--- src/rtl/alu_pkg.sv ---
// Shared definitions for the multi-cycle ALU: default width, op codes, FSM states.
package alu_pkg;

    localparam int ALU_WIDTH = 11;

    typedef enum logic [2:0] {
        OP_ADD = 3'd0,
        OP_SUB = 3'd1,
        OP_AND = 3'd2,
        OP_OR  = 3'd3,
        OP_XOR = 3'd4,
        OP_NOT = 3'd5,
        OP_SHL = 3'd6,
        OP_MUL = 3'd7
    } alu_op_t;

    typedef enum logic [1:0] {
        ST_IDLE = 2'd0,
        ST_RUN  = 2'd1,
        ST_DONE = 2'd2
    } alu_state_t;

endpackage

--- src/rtl/alu_mc_mul.sv ---
// Iterative shift-add multiplier: one partial-product step per enabled edge.
// o_prod_next is the product including the current step, so the caller can
// register the final value on the same edge that o_done is high.
module mul_shift_add
    import alu_pkg::*;
#(
    parameter int WIDTH = ALU_WIDTH,
    parameter int STEPS = WIDTH
) (
    input  logic                 clock,
    input  logic                 rst_n,
    input  logic                 i_load,
    input  logic                 i_step,
    input  logic [WIDTH-1:0]     i_a,
    input  logic [WIDTH-1:0]     i_b,
    output logic [2*WIDTH-1:0]   o_prod_next,
    output logic                 o_done
);

    localparam int CW = $clog2(STEPS + 1);

    logic [CW-1:0]        r_cnt;
    logic [2*WIDTH-1:0]   r_mcand;
    logic [WIDTH-1:0]     r_mplier;
    logic [2*WIDTH-1:0]   r_prod;

    assign o_prod_next = r_prod + (r_mplier[0] ? r_mcand : '0);
    assign o_done      = i_step && (r_cnt == CW'(STEPS - 1));

    // Load operands on start, then add-and-shift once per step.
    always_ff @(posedge clock or negedge rst_n) begin
        if (!rst_n) begin
            r_cnt    <= '0;
            r_mcand  <= '0;
            r_mplier <= '0;
            r_prod   <= '0;
        end else if (i_load) begin
            r_cnt    <= '0;
            r_mcand  <= {{WIDTH{1'b0}}, i_a};
            r_mplier <= i_b;
            r_prod   <= '0;
        end else if (i_step) begin
            r_cnt    <= r_cnt + 1'b1;
            r_mcand  <= r_mcand << 1;
            r_mplier <= r_mplier >> 1;
            r_prod   <= o_prod_next;
        end
    end

endmodule

--- src/rtl/alu_mc.sv ---
// Multi-cycle accumulator ALU: single-cycle logic/arith ops, iterative MUL.
// Results and flags are registered and held until the next completion;
// alu_wr pulses for one cycle per completed operation.
module alu_mc
    import alu_pkg::*;
#(
    parameter int WIDTH     = ALU_WIDTH,
    parameter int MUL_STEPS = WIDTH
) (
    input  logic              clock,
    input  logic              alu_reset_n,
    input  logic              alu_start,
    input  logic [2:0]        alu_op,
    input  logic [WIDTH-1:0]  alu_a,
    input  logic [WIDTH-1:0]  alu_b,
    output logic [WIDTH-1:0]  alu_out,
    output logic              alu_wr,
    output logic              alu_busy,
    output logic              alu_z,
    output logic              alu_n,
    output logic              alu_c
);

    alu_state_t          r_state;
    logic [WIDTH-1:0]    r_out;
    logic                r_wr;
    logic                r_z;
    logic                r_n;
    logic                r_c;

    logic                w_accept;
    logic                w_is_mul;
    logic [WIDTH:0]      w_res;       // {carry, result} for single-cycle ops
    logic [2*WIDTH-1:0]  w_prod;
    logic                w_mul_done;

    assign w_accept = (r_state == ST_IDLE) && alu_start;
    assign w_is_mul = (alu_op_t'(alu_op) == OP_MUL);

    // Single-cycle result with its carry/borrow/shift-out bit.
    always_comb begin
        w_res = '0;
        case (alu_op_t'(alu_op))
            OP_ADD:  w_res = {1'b0, alu_a} + {1'b0, alu_b};
            OP_SUB:  w_res = {(alu_a < alu_b), alu_a - alu_b};
            OP_AND:  w_res = {1'b0, alu_a & alu_b};
            OP_OR:   w_res = {1'b0, alu_a | alu_b};
            OP_XOR:  w_res = {1'b0, alu_a ^ alu_b};
            OP_NOT:  w_res = {1'b0, ~alu_a};
            OP_SHL:  w_res = {alu_a, 1'b0};
            default: w_res = '0;
        endcase
    end

    mul_shift_add #(
        .WIDTH (WIDTH),
        .STEPS (MUL_STEPS)
    ) u_mul (
        .clock       (clock),
        .rst_n       (alu_reset_n),
        .i_load      (w_accept && w_is_mul),
        .i_step      (r_state == ST_RUN),
        .i_a         (alu_a),
        .i_b         (alu_b),
        .o_prod_next (w_prod),
        .o_done      (w_mul_done)
    );

    // Control FSM plus result/flag registers; start is only looked at in IDLE.
    always_ff @(posedge clock or negedge alu_reset_n) begin
        if (!alu_reset_n) begin
            r_state <= ST_IDLE;
            r_out   <= '0;
            r_wr    <= 1'b0;
            r_z     <= 1'b1;
            r_n     <= 1'b0;
            r_c     <= 1'b0;
        end else begin
            r_wr <= 1'b0;
            case (r_state)
                ST_IDLE: begin
                    if (alu_start) begin
                        if (w_is_mul) begin
                            r_state <= ST_RUN;
                        end else begin
                            r_state <= ST_DONE;
                            r_wr    <= 1'b1;
                            r_out   <= w_res[WIDTH-1:0];
                            r_c     <= w_res[WIDTH];
                            r_z     <= (w_res[WIDTH-1:0] == '0);
                            r_n     <= w_res[WIDTH-1];
                        end
                    end
                end
                ST_RUN: begin
                    if (w_mul_done) begin
                        r_state <= ST_DONE;
                        r_wr    <= 1'b1;
                        r_out   <= w_prod[WIDTH-1:0];
                        r_c     <= |w_prod[2*WIDTH-1:WIDTH];
                        r_z     <= (w_prod[WIDTH-1:0] == '0);
                        r_n     <= w_prod[WIDTH-1];
                    end
                end
                ST_DONE: r_state <= ST_IDLE;
                default: r_state <= ST_IDLE;
            endcase
        end
    end

    assign alu_out  = r_out;
    assign alu_wr   = r_wr;
    assign alu_busy = (r_state != ST_IDLE);
    assign alu_z    = r_z;
    assign alu_n    = r_n;
    assign alu_c    = r_c;

    // Used only by the start-acceptance path; keeps the accept term observable.
    logic w_unused;
    assign w_unused = w_accept;

endmodule
--- config.mk ---
export PLATFORM = sky130hd
export DESIGN_NAME = alu_mc
export DESIGN_NICKNAME = d
export VERILOG_FILES = /design/src/rtl/alu_pkg.sv /design/src/rtl/alu_mc_mul.sv /design/src/rtl/alu_mc.sv
export SDC_FILE = /design/constraint.sdc
export NUM_CORES = 1
export LEC_CHECK = 0
export CAP_MARGIN = 10
export CORE_MARGIN = 2
export CORE_UTILIZATION = 48
export DETAILED_ROUTE_END_ITERATION = 6
export PLACE_DENSITY_LB_ADDON = 0.2
export SETUP_SLACK_MARGIN = 0.2
export SLEW_MARGIN = 20
export SYNTH_ARGS = -nofsm -noshare
export SYNTH_HDL_FRONTEND = slang
export SYNTH_SLANG_ARGS = --single-unit
--- constraint.sdc ---
create_clock -name clock -period 6.2 [get_ports clock]
set_clock_uncertainty 0.2 [all_clocks]
set_input_delay 0.93 -clock clock [delete_from_list [all_inputs] [get_ports clock]]
set_output_delay 0.93 -clock clock [all_outputs]
set_load 0.01 [all_outputs]
== Word-level counts from Yosys, hierarchy flattened ==
Index checks and enable logic that the tools add are counted.

* Register bits: 76
* Latch bits: 0
* RAM bits: 0
* ROM bits: 0
* Input port bits: 28
* Output and inout port bits: 16
* Memories: 0

* Add/sub/neg operators: 4
* Multipliers: 0
* Div/mod/pow operators: 0
* Order comparisons: 1
* Equality and inequality tests: 12
* Shift-type cells: 0
* Multiplexer cells: 34
* Bitwise logic cells: 4
* Reduce and logical (&&, ||, !) cells: 13

{| class="wikitable"
|+ Operators with widths
! operator !! count
|-
| $mux 22 || 5
|-
| $pmux 12 s7 || 1
|-
| $mux 11 || 5
|-
| $add 22x22->22 || 1
|-
| $logic_not 11->1 || 2
|-
| $pmux 11 s2 || 1
|-
| $add 11x11->12 || 1
|-
| $eq 3x3->1 const B || 4
|-
| $mux 1 || 12
|-
| $and 11x11->11 || 1
|-
| $lt 11x11->1 || 1
|-
| $not 11->11 || 1
|-
| $or 11x11->11 || 1
|-
| $reduce_or 11->1 || 1
|-
| $sub 11x11->11 || 1
|-
| $xor 11x11->11 || 1
|-
| $mux 4 || 2
|-
| $pmux 1 s2 || 4
|-
| $eq 3x2->1 const B || 2
|-
| $mux 2 || 3
|-
| $ne 2x2->1 const B || 3
|-
| $reduce_bool 2->1 || 3
|-
| $add 4x1->4 const B || 1
|-
| $eq 4x4->1 const B || 1
|-
| other kinds (8) || 10
|}

== Logic depth before layout (Yosys ltp) ==
Gate-level depths: netlist of the first run.

* Depth in word-level cells: 6
* Depth in mapped cells: 12

== By module ==
A second synthesis of the first run with hierarchy kept.

* Cell total of the unflattened synthesis: 769
* Area, all modules: 6643.9 sq um

{| class="wikitable"
|+ Modules (own cells, without submodules)
! module !! times used !! cells each !! area an instance (sq um) !! sequential area each (sq um)
|-
| mul_shift_add || 1 || 398 || 3749.8 || 1476.4
|-
| alu_mc || 1 || 371 || 2894.0 || 401.6
|}

== Worst setup path before layout of the first run ==
Ideal clock, no wire load.

* Path type: input -> register
* From: in alu_a[2]
* To: reg r_out[8] (netlist: alu_out[8])
* Setup time: 0.119 ns
* Arrival: 2.910 ns
* Data required time: 5.881 ns
* Path slack: 2.971 ns
* Stages: 11
* Path buffers: 1
* Cells stage by stage: inv_1 > ha_1 > buf_2 > nand2b_1 > a221o_1 > a211oi_2 > nor2_1 > mux2_2 > a221oi_2 > o211ai_1 > o21a_1

* Longest elaborated chain between the ends: 5

{| class="wikitable"
|+ Ends and longest elaborated chain
! what !! RTL line !! RTL
|-
| start, declared || alu_mc.sv:14 || <nowiki>input logic [WIDTH-1:0] alu_a,</nowiki>
|-
| $sub 11x11->11 / $add 11x11->12 (equally long branches) || alu_mc.sv:45, alu_mc.sv:44 ||
|-
| $pmux 12 s7 * || alu_mc.sv:43 || <nowiki>case (alu_op_t'(alu_op))</nowiki>
|-
| $mux 11 * || alu_mc.sv:83 || <nowiki>if (w_is_mul) begin</nowiki>
|-
| $mux 11 * || alu_mc.sv:82 || <nowiki>if (alu_start) begin</nowiki>
|-
| $pmux 11 s2 * || alu_mc.sv:80 || <nowiki>case (r_state)</nowiki>
|-
| end signal, assigned || alu_mc.sv:88 || <nowiki>r_out <= w_res[WIDTH-1:0];</nowiki>
|-
| end signal, assigned || alu_mc.sv:99 || <nowiki>r_out <= w_prod[WIDTH-1:0];</nowiki>
|-
| end, declared || alu_mc.sv:25 || <nowiki>logic [WIDTH-1:0] r_out;</nowiki>
|}

Every way passes the cells marked *; elsewhere a longest branch is shown, timed or not. The select of a mux whose other input is x is not followed.
A chain may end at the register's enable or synchronous reset.

== Worst setup path in the final report of the first run ==
* From: in alu_a[3]
* To: reg r_c (netlist: alu_c)

* Longest elaborated chain between the ends: 5

{| class="wikitable"
|+ Ends and longest elaborated chain
! what !! RTL line !! RTL
|-
| $add 11x11->12 / $lt 11x11->1 (equally long branches) || alu_mc.sv:44, alu_mc.sv:45 ||
|-
| $pmux 12 s7 * || alu_mc.sv:43 ||
|-
| $mux 1 * || alu_mc.sv:83 ||
|-
| $mux 1 * || alu_mc.sv:82 ||
|-
| $pmux 1 s2 * || alu_mc.sv:80 ||
|-
| end signal, assigned || alu_mc.sv:89 || <nowiki>r_c <= w_res[WIDTH];</nowiki>
|-
| end signal, assigned || alu_mc.sv:100 || <nowiki>r_c <= |w_prod[2*WIDTH-1:WIDTH];</nowiki>
|-
| end, declared || alu_mc.sv:29 || <nowiki>logic r_c;</nowiki>
|}

Marks and branches as above.

==> results by group, run 1 <==
Run status
  – Status: complete, no violations

Yosys
  – Synth Instances: 783
  – Top_reg_cell synth: dfrtp_1
  – Synth warnings: 0
  – Synth Area in Compound Gates: around 25%
  – Sequential share of the synthesized area: roughly 30%
  – Register bit count reported by yosys: 75
  – Largest family of logic cells by synthesized area: compound AO/OA/AOI/OAI gates
  – Async S/R FF share, synth: 100%
  – Post-Synth Adder-Cell Area: between 10% and 20%
  – Number of synthesized flops with an enable pin: 0
  – Synth Area in XOR/XNOR: 3.44%
  – Top-area cell type share of the netlist area: ~29%
  – Synth Cell Area: 6360 um2
  – Mapped Avg Cell Area: between 8 and 9 um2
  – Synth Area in Simple Gates: approximately 21%
  – Cell taking the most area after synthesis: dfrtp_1
  – Syn nets: between 800 and 900
  – Cell variety after synth: 72
  – Multiplexer share of the synthesized area: 3.34%
  – Area contributors post-synth: dfrtp_1 (29%), ha_1 (12%), nand2_1 (8.7%)

Finish
  – Most common cell after layout, fill and taps aside: nand2_1
  – Commonest cells after routing, fill and taps aside: nand2_1 (148), dfrtp_1 (74), ha_1 (61), a21oi_1 (53), o21ai_0 (50)
  – Final Cell Area: 7170 um2
  – Multi-input logic area: approximately 4200 um2
  – Net count, final: 891
  – Filler cells: 1217
  – P&R area growth vs syn: 12.7%
  – Storage element area: roughly 1900 um2
  – Share of layout cells above drive strength 1: 5.97%
  – Post-Route Utilization: 54.8%
  – # diodes: 0

Worst setup path
  – CP Max Fanout: 10
  – CP cell instances: clkdlybuf4s50_1, inv_1, ha_1, a21o_1, a21oi_1, nand4b_1, a31o_2, a21oi_1, nand4_1, nor4b_2, a21oi_1
  – Worst path arrival time: 3.91 ns
  – Crit-path most repeated cell: a21oi_1
  – Endpoint type of the worst setup path: flip-flop
  – Data required time of the critical path: 6.22 ns
  – Crit path largest cell delay: approximately 0.64 ns
  – CP Launch Type: input port
  – Crit path kind: in -> reg
  – Master of the slowest instance on the critical path: clkdlybuf4s50_1

Floorplanning
  – Die width: 119 um
  – Core Area: between 10000 and 15000 um2
  – Die area: 14200 um2
  – Rows: 42
  – IO Pins: 44
  – Initial Util: 48.6%
  – Die Y: 119 um

Global routing
  – Initial antenna violation count: 0
  – First-pass GRT wire length: 28800 um
  – GR Util All Layers: 25.3%
  – GR Overflow Total: 0
  – Number of global-route vias before repair: roughly 5700
  – Largest net degree at the start of global routing: 76

Power and ir drop
  – P_int: ~0.0013 W
  – Sw power: roughly 0.00086 W
  – Comb power frac: 41.0%
  – Clock power frac: 22.2%
  – Worst VDD drop: around 0.14 mV
  – Flop pwr share: 36.7%
  – Sw Ratio: 39.1%
  – P_leak: 3.26 nW
  – PwrDens: 307 nW/um2

Drt
  – Routed via count: slightly below 6000
  – Drt drc: 0
  – First-pass DRT Iterations: 5
  – Final wirelength: 17900 um
  – DRT iter0 DRCs: 407
  – DR vias/cell: 6.00
  – ANT nets after route: 0
  – Wirelength per Cell: 18.2 um

STA
  – Worst-margin pin slew: ~0.96 ns
  – Final hold viol count: 0
  – Final min period: a little under 4 ns
  – Setup violators final: 0
  – RSZ-0062 raised after global routing: false
  – Max Fclk: 257 MHz
  – Slew headroom: 36.1%
  – Slew Viols, Final: 0
  – Setup TNS Final: 0 ns
  – Final Cycle Share: 62.8%

Hold path
  – Hold Crit Class: reg -> reg

Clock tree
  – Reg clk slew, reported paths: ~0.060 ns
  – # resized after CTS: 0
  – Post CTS Setup Buffer Count: 0
  – CTS max path bufs: 2
  – Clock buffer count from CTS: 9
  – CTS tree: built
  – Total number of H-tree levels: 3
  – Clk Latency, worst-skew pair: 0.34 ns
  – CTS Root Cell: clkbuf_16
  – Post-CTS Hold Buffers: 0
  – Clk sinks: 75

Placement
  – Cell area after placement: 6890 um2
  – Post-DP HPWL: 13100 um
  – Port bufs: 43
  – GP Congestion: 0.971

Flow run
  – Max_cap viols: 0
[power groups by stage]
stage	Clock, W	Combinational (W)	Sequential [W]
after floorplan	0	0.000614	0.000776
after global placement	0	0.000871	0.000809
after detailed placement	0	0.000892	0.000814
after CTS	0.000500	0.000900	0.000807
after global routing	0.000520	0.000992	0.000829
final	0.000489	0.000903	0.000808
[routing by layer]
metal	part of all wire [%]	vias to the layer above	global-route usage [%]
li1	-	2818	-
met1	45	2817	33.6
met4	4.0	0	11.8
met3	5.1	49	3.64
met2	46	196	40.8
met5	0	-	0
[registers in the layout, summed over array words and instances, names as in the netlist]
| name | cells |
|---|---|
| r_state | 2 |
| alu_out | 10 |
| u_mul.r_cnt | 4 |
| u_mul.r_mcand | 22 |
| u_mul.r_prod | 22 |
| alu_z | 1 |
| alu_wr | 1 |
| alu_n | 1 |
| alu_c | 1 |
| u_mul.r_mplier | 11 |
[layout make-up]
type | count | share of cell area, %
multi-input combinational | 626 | 58.2
sequential | 75 | 26.2
timing repair buffer | 49 | 6.60
clock buffer | 11 | 3.39
tap | 176 | 3.07
inverter | 38 | 1.99
clock inverter | 5 | 0.541
[cells by family after synthesis]
family | count (synthesis)
simple gates | 283
compound gates | 233
buf+inv | 82
flops | 75
fa+ha+maj | 64
xor+xnor | 25
mux | 21
[path summary, 6_finish.rpt]
check	startpoint	endpoint	slack, ns	depth (start not counted)
setup / recovery	alu_a[3]	alu_c	2.31	11
hold / removal	alu_out[1]	alu_out[1]	0.29	1
setup reg to reg	u_mul.r_mplier[0]	alu_c	2.49	11
hold reg to reg	alu_out[1]	alu_out[1]	0.29	1
max in group asynchronous	alu_reset_n	u_mul.r_mplier[0]	4.63	1
min in group asynchronous	alu_reset_n	u_mul.r_prod[10]	0.53	1
[stage by stage]
step	setup WS, ns	power (W)	hold slack [ns]	std cells
floorplan	2.97	0.00139	0.260	783
global placement	1.87	0.00168	0.275	964
detailed placement	1.77	0.00171	0.280	964
CTS	2.13	0.00221	0.294	980
global route	2.13	0.00234	0.302	980
finish	2.31	0.00220	0.287	980
[Yosys cell counts (all sizes together), types with 4 or more instances]
cell type and number:
nand3 13, nor2 36, nand2 148, and2 23, xor2 7, dfrtp 74
a31oi 8, ha 61, o21a 12, nand4 6, mux2i 19, a211oi 9
and3 8, nor3 14, inv 38, nor2b 7, nand2b 10, buf 11
o22ai 12, or4 4, a21o 11, o211ai 16, clkbuf 33, a21oi 53
xnor2 18, o21ai 55, a22oi 17
[critical path: cells and delay by family]
| family | cells | cell delay [ns] |
|---|---|---|
| AO/OA/AOI/OAI | 5 | 1.17 |
| AND/OR/NAND/NOR | 3 | 0.65 |
| adder cells (fa/ha/maj) | 1 | 0.43 |
| buffers and inverters | 2 | 0.72 |
(Power assumes the default switching activity.)
==> run 2: changes to the inputs <==
==> constraint.sdc (replaced) <==
create_clock -name clock -period 3.5 [get_ports clock]
set_clock_uncertainty 0.2 [all_clocks]
set_input_delay 0.525 -clock clock [delete_from_list [all_inputs] [get_ports clock]]
set_output_delay 0.525 -clock clock [all_outputs]
set_load 0.01 [all_outputs]
==> run 2 against run 1 <==
Net effect: worst setup slack worse by 2.0 ns; combinational power rose by 98%; flip-flop and latch count is the same; routed wire length is 6.2% higher; core utilization rose by 5.3 points; die area is the same; global-route usage increased by 1.8 points; hold slack got worse by 0.17 ns; register-to-register slack worse by 2.1 ns; non-clock buffer count increased by 66; via count up 4.0%; clock power rose by 110%; critical path type unchanged; critical endpoint is now alu_out[8].
==> results by group, run 2 (synthesized netlist as in run 1, its figures left out) <==
STA
  – RSZ-0062 raised after global routing: false
  – Slew Viols, Final: 0
  – Worst-margin pin slew: roughly 0.97 ns
  – Max Fclk: 317 MHz
  – Final Cycle Share: 90.2%
  – Final min period: roughly 3.2 ns
  – Setup violators final: 0
  – Worst setup margin: 0.342 ns
  – Setup TNS Final: 0 ns
  – Slew headroom: 35.2%
  – Final hold viol count: 0

Drt
  – ANT nets after route: 0
  – DRT iter0 DRCs: 391
  – Routed via count: roughly 6100
  – DR vias/cell: 5.85
  – Wirelength per Cell: approximately 18 um
  – Final wirelength: 19000 um
  – Drt drc: 0
  – First-pass DRT Iterations: 4

Run status
  – Status: complete, no violations

Clock tree
  – Clock buffer count from CTS: 9
  – Post-CTS Hold Buffers: 0
  – Total number of H-tree levels: 3
  – CTS Root Cell: clkbuf_16
  – Reg clk slew, reported paths: about 0.06 ns
  – Clk Latency, worst-skew pair: 0.34 ns
  – CTS tree: built
  – CTS max path bufs: 2
  – Clk sinks: 75

Worst setup path
  – CP cell instances: clkdlybuf4s50_1, ha_1, inv_1, fa_2, nand2b_1, a221o_1, a211oi_2, nor2_1, mux2_2, a221oi_4, o211ai_1, o21a_1
  – CP Max Fanout: 3
  – Endpoint type of the worst setup path: flip-flop
  – CP Buf/Inv Count: 2
  – Worst path arrival time: 3.19 ns
  – CP Launch Type: input port
  – Crit path largest cell delay: approximately 0.48 ns
  – Worst r2r src: u_mul.r_mplier[0]
  – R2R cell count: 11
  – CP delay by family, top: compound AO/OA/AOI/OAI gates
  – FF-to-FF setup slack: 0.35 ns
  – Master of the slowest instance on the critical path: clkdlybuf4s50_1
  – Crit path kind: in -> reg
  – RR Endpoint: alu_c
  – Data required time of the critical path: 3.53 ns

Floorplanning
  – Die Y: about 120 um
  – IO Pins: between 40 and 50
  – Rows: 42
  – Initial Util: between 40% and 50%
  – Core Area: ~13000 um2
  – Die area: 14200 um2
  – Die width: 119 um

Placement
  – Worst slack, placed: -0.164 ns
  – Port bufs: 43
  – GP Congestion: around 1.0
  – Post-DP HPWL: about 14000 um
  – Placed cell count: 1023

Finish
  – Share of layout cells above drive strength 1: 14.9%
  – Most common cell after layout, fill and taps aside: nand2_1
  – P&R area growth vs syn: 23.5%
  – # diodes: 0
  – Biggest regs: u_mul.r_mcand (22), u_mul.r_prod (22), u_mul.r_mplier (11)
  – Non-filler cells, final: around 1000
  – Net count, final: 957
  – Commonest cells after routing, fill and taps aside: nand2_1 (148), dfrtp_1 (74), buf_4 (70), ha_1 (57), a21oi_1 (51)

Power and ir drop
  – Flop pwr share: between 30% and 40%
  – P_leak: 3.64 nW
  – Sw Ratio: 37.4%
  – P_int: 0.00264 W
  – Comb power frac: between 40% and 50%
  – PwrDens: 537 nW/um2
  – Sw power: 0.00158 W
  – Worst VDD drop: 0.310 mV
  – Clock power frac: 24.4%

Global routing
  – GR Util All Layers: 27.1%
  – First-pass GRT wire length: 30400 um
  – GR Overflow Total: 0
  – Initial antenna violation count: 0
  – Largest net degree at the start of global routing: 76
  – Number of global-route vias before repair: around 5900

Hold path
  – Hold Crit Class: in -> async

Flow run
  – Max_cap viols: 0
[run 2: changes by cell type in the layout (fill, tap and decap cells not counted), sizes merged]
cell,before,now
clkinv,4,1
bufinv,0,2
inv,38,39
dlymetal6s2s,0,3
buf,7,73
clkdlybuf4s50,42,39
[run 2: how the worst max path moves through the flow]
stage	slack (ns)	endpoint	from	cells past startpoint
after global placement	-0.05	alu_n	alu_a[0]	10
after CTS	0.20	alu_c	u_mul.r_mplier[0]	11
after floorplan	0.55	alu_c	u_mul.r_mplier[0]	11
after detailed placement	-0.16	alu_z	alu_a[0]	13
final	0.34	alu_out[8]	alu_b[0]	12
after global routing	0.18	alu_c	u_mul.r_mplier[0]	12
[run 2: through the flow]
| stage | instance area, um2 | util [%] | power, W | hold slack [ns] |
|---|---|---|---|---|
| 5_1_grt | 7860 | 60.0 | 0.00450 | 0.200 |
| 6_report | 7860 | 60.0 | 0.00422 | 0.112 |
| 3_3_place_gp | 7350 | 56.2 | 0.00306 | 0.274 |
| 4_1_cts | 7700 | 58.8 | 0.00416 | 0.175 |
| 3_5_place_dp | 7350 | 56.2 | 0.00310 | 0.280 |
| 2_1_floorplan | 6360 | - | 0.00246 | 0.0294 |
[run 2: final cells by class]
cell class | instances | area (um2)
fillers | 1127 | 5230
repair buffers | 115 | 1000
well taps | 176 | 220
flip-flops and latches | 75 | 1880
clock inverters | 5 | 85.1
multi-input cells | 626 | 4280
inverters | 38 | 143
clock buffers | 11 | 243
[run 2: power groups by stage]
stage          sequential, W  clock, W  combinational [W]
6_report             0.00141   0.00103            0.00179
5_1_grt              0.00144   0.00109            0.00197
4_1_cts              0.00140   0.00105            0.00172
2_1_floorplan        0.00137         0            0.00109
3_5_place_dp         0.00141         0            0.00169
3_3_place_gp         0.00140         0            0.00166
[run 2: what timing repair did]
item / 4_1_cts / 5_1_grt
gates cloned: 0 / 0
pin swaps: 0 / 14
resized for setup: 3 / 24
setup endpoints to repair: 2 / 7
setup buffers: 0 / 7
[run 2: layer usage]
metal  up-vias  share of wire (%)  wire (um)  GRT usage [%]
li1       2964                  -          -              -
met1      2957                 44       8260           34.9
met2       171                 50       9470           46.6
met3        26                3.8        723           3.54
met4         0                2.7        504           9.97
met5         -                  0          0              0
